## src/rtl/arc_ctrl_pkg.sv

```systemverilog
`default_nettype none
// ============================================================================
// Module      : arc_ctrl_pkg
// Description : Shared encodings for the ARC MIPS multicycle main control:
//               FSM states, opcode classes, opcodes, AluOp / Other codes and
//               datapath mux selects.
// Revision    : 1.0 - initial release
// ============================================================================
package arc_ctrl_pkg;

    // Main FSM states; codes 12..15 are unreachable and recover to FETCH
    typedef enum logic [3:0] {
        ST_FETCH    = 4'd0,
        ST_DECODE   = 4'd1,
        ST_EXEC_R   = 4'd2,
        ST_R_WB     = 4'd3,
        ST_EXEC_I   = 4'd4,
        ST_I_WB     = 4'd5,
        ST_BRANCH   = 4'd6,
        ST_JUMP     = 4'd7,
        ST_MEM_ADDR = 4'd8,
        ST_MEM_RD   = 4'd9,
        ST_MEM_WB   = 4'd10,
        ST_MEM_WR   = 4'd11
    } state_t;

    // Instruction class latched in DECODE; CLS_R is the reset value
    typedef enum logic [3:0] {
        CLS_R   = 4'd0,
        CLS_J   = 4'd1,
        CLS_JAL = 4'd2,
        CLS_BEQ = 4'd3,
        CLS_BNE = 4'd4,
        CLS_I   = 4'd5,
        CLS_LW  = 4'd6,
        CLS_SW  = 4'd7,
        CLS_ILL = 4'd8
    } op_class_t;

    // Opcodes (IR[31:26])
    localparam logic [5:0] c_op_rtype = 6'd0;
    localparam logic [5:0] c_op_j     = 6'd2;
    localparam logic [5:0] c_op_jal   = 6'd3;
    localparam logic [5:0] c_op_beq   = 6'd4;
    localparam logic [5:0] c_op_bne   = 6'd5;
    localparam logic [5:0] c_op_addi  = 6'd8;
    localparam logic [5:0] c_op_addiu = 6'd9;
    localparam logic [5:0] c_op_slti  = 6'd10;
    localparam logic [5:0] c_op_sltiu = 6'd11;
    localparam logic [5:0] c_op_andi  = 6'd12;
    localparam logic [5:0] c_op_ori   = 6'd13;
    localparam logic [5:0] c_op_xori  = 6'd14;
    localparam logic [5:0] c_op_lui   = 6'd15;
    localparam logic [5:0] c_op_lw    = 6'd35;
    localparam logic [5:0] c_op_sw    = 6'd43;

    // AluOp codes consumed by ALU control
    localparam logic [1:0] c_aluop_add   = 2'b00;
    localparam logic [1:0] c_aluop_sub   = 2'b01;
    localparam logic [1:0] c_aluop_funct = 2'b10;
    localparam logic [1:0] c_aluop_other = 2'b11;

    // Other codes shared with ALU control
    localparam logic [3:0] c_other_add = 4'd0;
    localparam logic [3:0] c_other_and = 4'd1;
    localparam logic [3:0] c_other_or  = 4'd2;
    localparam logic [3:0] c_other_xor = 4'd3;
    localparam logic [3:0] c_other_bne = 4'd5;
    localparam logic [3:0] c_other_slt = 4'd6;
    localparam logic [3:0] c_other_lui = 4'd7;
    localparam logic [3:0] c_other_jal = 4'd8;

    // PC source mux
    localparam logic [1:0] c_pcsrc_alu    = 2'b00;
    localparam logic [1:0] c_pcsrc_aluout = 2'b01;
    localparam logic [1:0] c_pcsrc_jump   = 2'b10;
    localparam logic [1:0] c_pcsrc_rs     = 2'b11;

    // Register destination mux
    localparam logic [1:0] c_regdst_rt = 2'b00;
    localparam logic [1:0] c_regdst_rd = 2'b01;
    localparam logic [1:0] c_regdst_ra = 2'b10;

    // Writeback data mux
    localparam logic [1:0] c_m2r_aluout = 2'b00;
    localparam logic [1:0] c_m2r_mdr    = 2'b01;
    localparam logic [1:0] c_m2r_pc     = 2'b10;

    // ALU operand muxes
    localparam logic       c_srca_pc     = 1'b0;
    localparam logic       c_srca_rs     = 1'b1;
    localparam logic [1:0] c_srcb_rt     = 2'b00;
    localparam logic [1:0] c_srcb_four   = 2'b01;
    localparam logic [1:0] c_srcb_imm    = 2'b10;
    localparam logic [1:0] c_srcb_imm_sh = 2'b11;

    // Complete set of control outputs, gated as one bundle during reset
    typedef struct packed {
        logic       pc_write;
        logic       pc_write_cond;
        logic [1:0] pc_src;
        logic       iord;
        logic       mem_read;
        logic       mem_write;
        logic       ir_write;
        logic       reg_write;
        logic [1:0] reg_dst;
        logic [1:0] mem_to_reg;
        logic       alu_src_a;
        logic [1:0] alu_src_b;
        logic [1:0] alu_op;
        logic [3:0] other;
        logic       illegal;
        logic [3:0] state;
    } ctrl_t;

endpackage : arc_ctrl_pkg
`default_nettype wire

```

## src/rtl/ctrl_other_dec.sv

```systemverilog
`default_nettype none
// ============================================================================
// Module      : ctrl_other_dec
// Description : Combinational opcode decoder producing the instruction class
//               and the I-class Other code handed to ALU control.
// Revision    : 1.0 - initial release
// ============================================================================
module ctrl_other_dec
    import arc_ctrl_pkg::*;
(
    input  logic [5:0] i_opcode,
    output op_class_t  o_cls,
    output logic [3:0] o_other
);

    // Classify the opcode and look up its I-class ALU code
    always_comb begin
        o_cls   = CLS_ILL;
        o_other = c_other_add;
        case (i_opcode)
            c_op_rtype: o_cls = CLS_R;
            c_op_j:     o_cls = CLS_J;
            c_op_jal:   o_cls = CLS_JAL;
            c_op_beq:   o_cls = CLS_BEQ;
            c_op_bne:   o_cls = CLS_BNE;
            c_op_addi, c_op_addiu: begin
                o_cls   = CLS_I;
                o_other = c_other_add;
            end
            c_op_slti, c_op_sltiu: begin
                o_cls   = CLS_I;
                o_other = c_other_slt;
            end
            c_op_andi: begin
                o_cls   = CLS_I;
                o_other = c_other_and;
            end
            c_op_ori: begin
                o_cls   = CLS_I;
                o_other = c_other_or;
            end
            c_op_xori: begin
                o_cls   = CLS_I;
                o_other = c_other_xor;
            end
            c_op_lui: begin
                o_cls   = CLS_I;
                o_other = c_other_lui;
            end
            c_op_lw:    o_cls = CLS_LW;
            c_op_sw:    o_cls = CLS_SW;
            default:    o_cls = CLS_ILL;
        endcase
    end

endmodule : ctrl_other_dec
`default_nettype wire

```

## src/rtl/main_control_fsm.sv

```systemverilog
`default_nettype none
// ============================================================================
// Module      : main_control_fsm
// Description : Multicycle main control FSM for the ARC MIPS core. Sequences
//               fetch/decode/execute/memory/writeback and drives all datapath
//               enables and mux selects. Memory states stall on mem_ready.
// Revision    : 1.0 - initial release
// ============================================================================
module main_control_fsm
    import arc_ctrl_pkg::*;
(
    input  logic       i_clk,
    input  logic       i_rst_n,
    input  logic [5:0] i_con_Opcode,
    input  logic       i_con_jumpreg,
    input  logic       i_con_zero,
    input  logic       i_con_mem_ready,
    output logic [1:0] o_con_AluOp,
    output logic [3:0] o_con_Other,
    output logic       o_con_PcWrite,
    output logic       o_con_PcWriteCond,
    output logic [1:0] o_con_PcSrc,
    output logic       o_con_IorD,
    output logic       o_con_MemRead,
    output logic       o_con_MemWrite,
    output logic       o_con_IrWrite,
    output logic       o_con_RegWrite,
    output logic [1:0] o_con_RegDst,
    output logic [1:0] o_con_MemToReg,
    output logic       o_con_AluSrcA,
    output logic [1:0] o_con_AluSrcB,
    output logic [3:0] o_con_state,
    output logic       o_con_illegal
);

    state_t     r_state;
    state_t     w_next;
    op_class_t  r_cls;
    logic [3:0] r_other;
    op_class_t  w_dec_cls;
    logic [3:0] w_dec_other;
    ctrl_t      w_ctrl;
    ctrl_t      w_out;

    // The zero flag qualifies PcWriteCond in the datapath, not in this FSM
    logic w_unused_zero;
    assign w_unused_zero = i_con_zero;

    ctrl_other_dec u_other_dec (
        .i_opcode (i_con_Opcode),
        .o_cls    (w_dec_cls),
        .o_other  (w_dec_other)
    );

    // State register
    always_ff @(posedge i_clk or negedge i_rst_n) begin
        if (!i_rst_n) begin
            r_state <= ST_FETCH;
        end else begin
            r_state <= w_next;
        end
    end

    // Latch the instruction class and Other code while IR is being decoded
    always_ff @(posedge i_clk or negedge i_rst_n) begin
        if (!i_rst_n) begin
            r_cls   <= CLS_R;
            r_other <= 4'd0;
        end else if (r_state == ST_DECODE) begin
            r_cls   <= w_dec_cls;
            r_other <= w_dec_other;
        end
    end

    // Next-state and Moore output decode; FETCH/MEM handshakes also use ready
    always_comb begin
        w_ctrl       = '0;
        w_ctrl.state = r_state;
        w_next       = r_state;
        case (r_state)
            ST_FETCH: begin
                w_ctrl.mem_read  = 1'b1;
                w_ctrl.alu_src_a = c_srca_pc;
                w_ctrl.alu_src_b = c_srcb_four;
                w_ctrl.alu_op    = c_aluop_add;
                if (i_con_mem_ready) begin
                    w_ctrl.ir_write = 1'b1;
                    w_ctrl.pc_write = 1'b1;
                    w_ctrl.pc_src   = c_pcsrc_alu;
                    w_next          = ST_DECODE;
                end
            end
            ST_DECODE: begin
                w_ctrl.alu_src_a = c_srca_pc;
                w_ctrl.alu_src_b = c_srcb_imm_sh;
                w_ctrl.alu_op    = c_aluop_add;
                case (w_dec_cls)
                    CLS_R:            w_next = ST_EXEC_R;
                    CLS_J, CLS_JAL:   w_next = ST_JUMP;
                    CLS_BEQ, CLS_BNE: w_next = ST_BRANCH;
                    CLS_I:            w_next = ST_EXEC_I;
                    CLS_LW, CLS_SW:   w_next = ST_MEM_ADDR;
                    default: begin
                        w_ctrl.illegal = 1'b1;
                        w_next         = ST_FETCH;
                    end
                endcase
            end
            ST_EXEC_R: begin
                w_ctrl.alu_src_a = c_srca_rs;
                w_ctrl.alu_src_b = c_srcb_rt;
                w_ctrl.alu_op    = c_aluop_funct;
                if (i_con_jumpreg) begin
                    // jr: load PC from rs and skip writeback entirely
                    w_ctrl.pc_write = 1'b1;
                    w_ctrl.pc_src   = c_pcsrc_rs;
                    w_next          = ST_FETCH;
                end else begin
                    w_next = ST_R_WB;
                end
            end
            ST_R_WB: begin
                w_ctrl.reg_write  = 1'b1;
                w_ctrl.reg_dst    = c_regdst_rd;
                w_ctrl.mem_to_reg = c_m2r_aluout;
                w_next            = ST_FETCH;
            end
            ST_EXEC_I: begin
                w_ctrl.alu_src_a = c_srca_rs;
                w_ctrl.alu_src_b = c_srcb_imm;
                w_ctrl.alu_op    = c_aluop_other;
                w_ctrl.other     = r_other;
                w_next           = ST_I_WB;
            end
            ST_I_WB: begin
                w_ctrl.reg_write  = 1'b1;
                w_ctrl.reg_dst    = c_regdst_rt;
                w_ctrl.mem_to_reg = c_m2r_aluout;
                w_ctrl.other      = r_other;
                w_next            = ST_FETCH;
            end
            ST_BRANCH: begin
                w_ctrl.alu_src_a     = c_srca_rs;
                w_ctrl.alu_src_b     = c_srcb_rt;
                w_ctrl.pc_write_cond = 1'b1;
                w_ctrl.pc_src        = c_pcsrc_aluout;
                if (r_cls == CLS_BNE) begin
                    // Code 5 raises zero on inequality, so PcWriteCond works for bne
                    w_ctrl.alu_op = c_aluop_other;
                    w_ctrl.other  = c_other_bne;
                end else begin
                    w_ctrl.alu_op = c_aluop_sub;
                end
                w_next = ST_FETCH;
            end
            ST_JUMP: begin
                w_ctrl.pc_write = 1'b1;
                w_ctrl.pc_src   = c_pcsrc_jump;
                if (r_cls == CLS_JAL) begin
                    w_ctrl.reg_write  = 1'b1;
                    w_ctrl.reg_dst    = c_regdst_ra;
                    w_ctrl.mem_to_reg = c_m2r_pc;
                    w_ctrl.other      = c_other_jal;
                end
                w_next = ST_FETCH;
            end
            ST_MEM_ADDR: begin
                w_ctrl.alu_src_a = c_srca_rs;
                w_ctrl.alu_src_b = c_srcb_imm;
                w_ctrl.alu_op    = c_aluop_add;
                w_next           = (r_cls == CLS_SW) ? ST_MEM_WR : ST_MEM_RD;
            end
            ST_MEM_RD: begin
                w_ctrl.mem_read = 1'b1;
                w_ctrl.iord     = 1'b1;
                if (i_con_mem_ready) begin
                    w_next = ST_MEM_WB;
                end
            end
            ST_MEM_WB: begin
                w_ctrl.reg_write  = 1'b1;
                w_ctrl.reg_dst    = c_regdst_rt;
                w_ctrl.mem_to_reg = c_m2r_mdr;
                w_next            = ST_FETCH;
            end
            ST_MEM_WR: begin
                w_ctrl.mem_write = 1'b1;
                w_ctrl.iord      = 1'b1;
                if (i_con_mem_ready) begin
                    w_next = ST_FETCH;
                end
            end
            default: begin
                w_next = ST_FETCH;
            end
        endcase
    end

    // Reset forces every output low immediately, independent of the clock
    always_comb begin
        w_out = w_ctrl;
        if (!i_rst_n) begin
            w_out = '0;
        end
    end

    assign o_con_PcWrite     = w_out.pc_write;
    assign o_con_PcWriteCond = w_out.pc_write_cond;
    assign o_con_PcSrc       = w_out.pc_src;
    assign o_con_IorD        = w_out.iord;
    assign o_con_MemRead     = w_out.mem_read;
    assign o_con_MemWrite    = w_out.mem_write;
    assign o_con_IrWrite     = w_out.ir_write;
    assign o_con_RegWrite    = w_out.reg_write;
    assign o_con_RegDst      = w_out.reg_dst;
    assign o_con_MemToReg    = w_out.mem_to_reg;
    assign o_con_AluSrcA     = w_out.alu_src_a;
    assign o_con_AluSrcB     = w_out.alu_src_b;
    assign o_con_AluOp       = w_out.alu_op;
    assign o_con_Other       = w_out.other;
    assign o_con_illegal     = w_out.illegal;
    assign o_con_state       = w_out.state;

endmodule : main_control_fsm
`default_nettype wire

```

## config.mk

```make
export PLATFORM = sky130hd
export DESIGN_NAME = main_control_fsm
export DESIGN_NICKNAME = d
export VERILOG_FILES = /design/src/rtl/arc_ctrl_pkg.sv /design/src/rtl/ctrl_other_dec.sv /design/src/rtl/main_control_fsm.sv
export SDC_FILE = /design/constraint.sdc
export NUM_CORES = 1
export LEC_CHECK = 0
export ABC_CLOCK_PERIOD_IN_PS = 3200
export CAP_MARGIN = 20
export CORE_AREA = 5 5 56 58
export DETAILED_ROUTE_END_ITERATION = 7
export DIE_AREA = 0 0 61 63
export PLACE_DENSITY = 0.79
export SYNTH_ARGS = -nofsm -noshare
export SYNTH_HDL_FRONTEND = slang
export SYNTH_SLANG_ARGS = --single-unit
```

## constraint.sdc

```tcl
create_clock -name i_clk -period 3.2 [get_ports i_clk]
set_input_delay 0.64 -clock i_clk [delete_from_list [all_inputs] [get_ports i_clk]]
set_output_delay 0.64 -clock i_clk [all_outputs]
set_load 0.03 [all_outputs]
```

==> results.cfg <==
[setup_path]
crit_start = r_cls[0]
crit_required_ns = 2.56
cp.arrival_ns = 2.33
end_kind = primary output
critPathLaunchType = register
path_class = register to primary output
r2r-start = r_state[2]
path_max_fanout = 4

[placed_design]
hpwl_um = 2379
placed_cell_area_um2 = 1454
gp_congestion = 0.8638
place_inst = 210
port_buffers = 36

[clock_network]
cts-resized-gates = 0
cts_inserted_buffers = 3
cts_setup_buffers = 0
ctsHoldBuffers = 0
cts_root_buf = clkbuf_4
clk_path_buf_depth = 2
insertion_delay_ns = 0.27
clk_pin_slew_ns = 0.07
htreeDepth = 1
cts.sinks = 11
cts_tree = yes

[floorplan]
fp.dieW_um = 61
num_io_pins = 38
dieArea_um2 = 3843
num_rows = 19
start_util_pct = 43.64
core_area_um2 = 2615
die_height_um = 63

[worst_hold_path]
hold_path_class = register to register
hp-start = r_other[0]

[yosys]
ys_seq_elements = 11
syn_nets = 161
ys_types = 51
synth_edf_count = 0
synthArstFlopShare_pct = 100.0
synthFlopType = dfrtp_1
netlist_area_um2 = 1141
syn_avg_cell_area_um2 = 7.607
syn_inst = 150
yosysWarnings = 0
seq_area_frac_synth_pct = 24.12

[timing]
fmax_mhz = 336.6
finalHoldViolCount = 0
setup_viol = 0
hold_ws_ns = 0.5012
fin_skew_ns = 0.003910
rsz0062_at_grt = no
timing.slew.headroom_pct = 69.08
worst_slew_pin_slew_ns = 0.4574
drv_slew = 0
setup_tns_ns = 0
period_needed_ns = 2.970
fin_crit_sh_pct = 92.83

[pwr]
p_clk_share_pct = 9.0
intPower_w = 0.0005314
swShare_pct = 50.14
switching_power_w = 0.0005343
seqPwrFrac_pct = 22.6
power_frac_comb_pct = 68.4
power_density_nw_per_um2 = 720.0
total_leakage_power_nw = 0.6330
peakVddDrop_mv = 0.4355

[route]
drtIter0Drc = 52
drc = 0
totalWireLength_um = 3053
detail_route.wl_per_cell_um = 14.27
avgViaCountPerCell = 5.757
vias = 1232
dr.pass1.iters = 4
ant_nets = 0

[grt]
globalRouteTotalUtil_pct = 17.03
grt_start_max_net_pins = 23
grt_pass1_vias = 1168
grt_pass1_wl_um = 5278
grt_overflow_total = 0
antenna_found_initial = 0

[cells_and_area]
design_area_um2 = 1480
layout_common_cells = 27 x buf_4, 17 x clkdlybuf4s50_1, 16 x nor2_1
mostFrequentLayoutCell = buf_4
drive_gt1_share_pct = 22.40
syn_to_final_growth_pct = 29.71
finalNetCount = 195
antenna_cells = 0
final_cells = 214

[run]
drv_cap = 0

[status]
outcome = complete, no violations
worst paths after layout:
path | end | cells past startpoint | slack [ns]
hold / removal | r_other[0] | 1 | 0.50
max in group asynchronous | r_state[1] | 2 | 2.11
min in group asynchronous | r_other[2] | 2 | 0.93
setup / recovery | o_con_RegWrite | 4 | 0.23
setup reg to reg | r_state[1] | 7 | 1.41
hold reg to reg | r_other[0] | 1 | 0.50
cell usage after synthesis (2+ instances only):
master / n / area share, %
a31oi_1: 3 / 1.6
nor3_1: 9 / 3.9
or4_1: 2 / 1.3
nor4_1: 2 / 1.1
nand3_1: 3 / 1.3
or2_2: 2 / 1.1
buf_4: 2 / 1.3
nand2b_1: 3 / 1.6
a21oi_1: 11 / 4.8
xnor2_1: 4 / 3.1
nor3b_1: 2 / 1.3
inv_1: 3 / 0.99
clkbuf_1: 4 / 1.3
buf_2: 3 / 1.3
buf_6: 4 / 3.9
nand2_1: 11 / 3.6
nor2b_1: 3 / 1.6
nand3b_1: 2 / 1.3
and2_1: 5 / 2.7
nor2_1: 16 / 5.3
a32o_1: 2 / 1.8
a2bb2oi_1: 2 / 1.5
o21ai_0: 8 / 3.5
and3_1: 5 / 2.7
dfrtp_1: 11 / 24
mux2_2: 3 / 3.0
kinds of logic (layout without fill, tap and decap cells):
family | Yosys count | count (layout) | synth area share [%]
AND/OR/NAND/NOR | 77 | 77 | 38.27
AO/OA/AOI/OAI | 34 | 34 | 19.96
buffers and inverters | 19 | 52 | 9.976
flip-flops | 11 | 11 | 24.12
XOR/XNOR | 5 | 5 | 3.838
multiplexers | 4 | 4 | 3.838
flip-flops by register name, summed over array words and instances (netlist names):
signal,flops
r_other,3
r_cls,4
r_state,4
stage by stage:
stage	power (W)	util, %	worst slack [ns]
2_1_floorplan	0.0007706	-	0.3370
3_3_place_gp	0.0009502	55.60	0.3537
6_report	0.001066	56.60	0.2295
3_5_place_dp	0.0009724	55.60	0.3280
4_1_cts	0.001070	56.60	0.2241
5_1_grt	0.001151	56.60	0.06732
routing by layer:
layer / global-route usage (%) / vias up / part of all wire (%)
met5: 0 / - / 0
met1: 23.49 / 566 / 45
met4: 8.401 / 0 / 2.2
met3: 1.653 / 8 / 6.7
met2: 25.80 / 48 / 46
li1: - / 610 / -
critical path, cell delays in order (launching register included):
cell and delay, ns:
dfrtp_1 0.40, or4b_1 0.57, a211oi_1 0.27, o21a_1 0.16, clkdlybuf4s50_1 0.66
area by class of cell:
class	instances	area, um2
multi-input cells	120	752.0
repair buffers	44	372.9
clock buffers	4	26.28
inverters	4	15.01
flip-flops and latches	11	275.3
fillers	262	1135
well taps	31	38.79
power by group through the flow:
stage	Sequential, W	Clock [W]	Combinational, W
final	0.000241	0.0000954	0.000729
after global routing	0.000247	0.000109	0.000795
after CTS	0.000240	0.0000980	0.000732
after detailed placement	0.000243	0	0.000729
after global placement	0.000238	0	0.000712
after floorplan	0.000214	0	0.000557
Note: power is estimated with default switching activity, not from simulation.
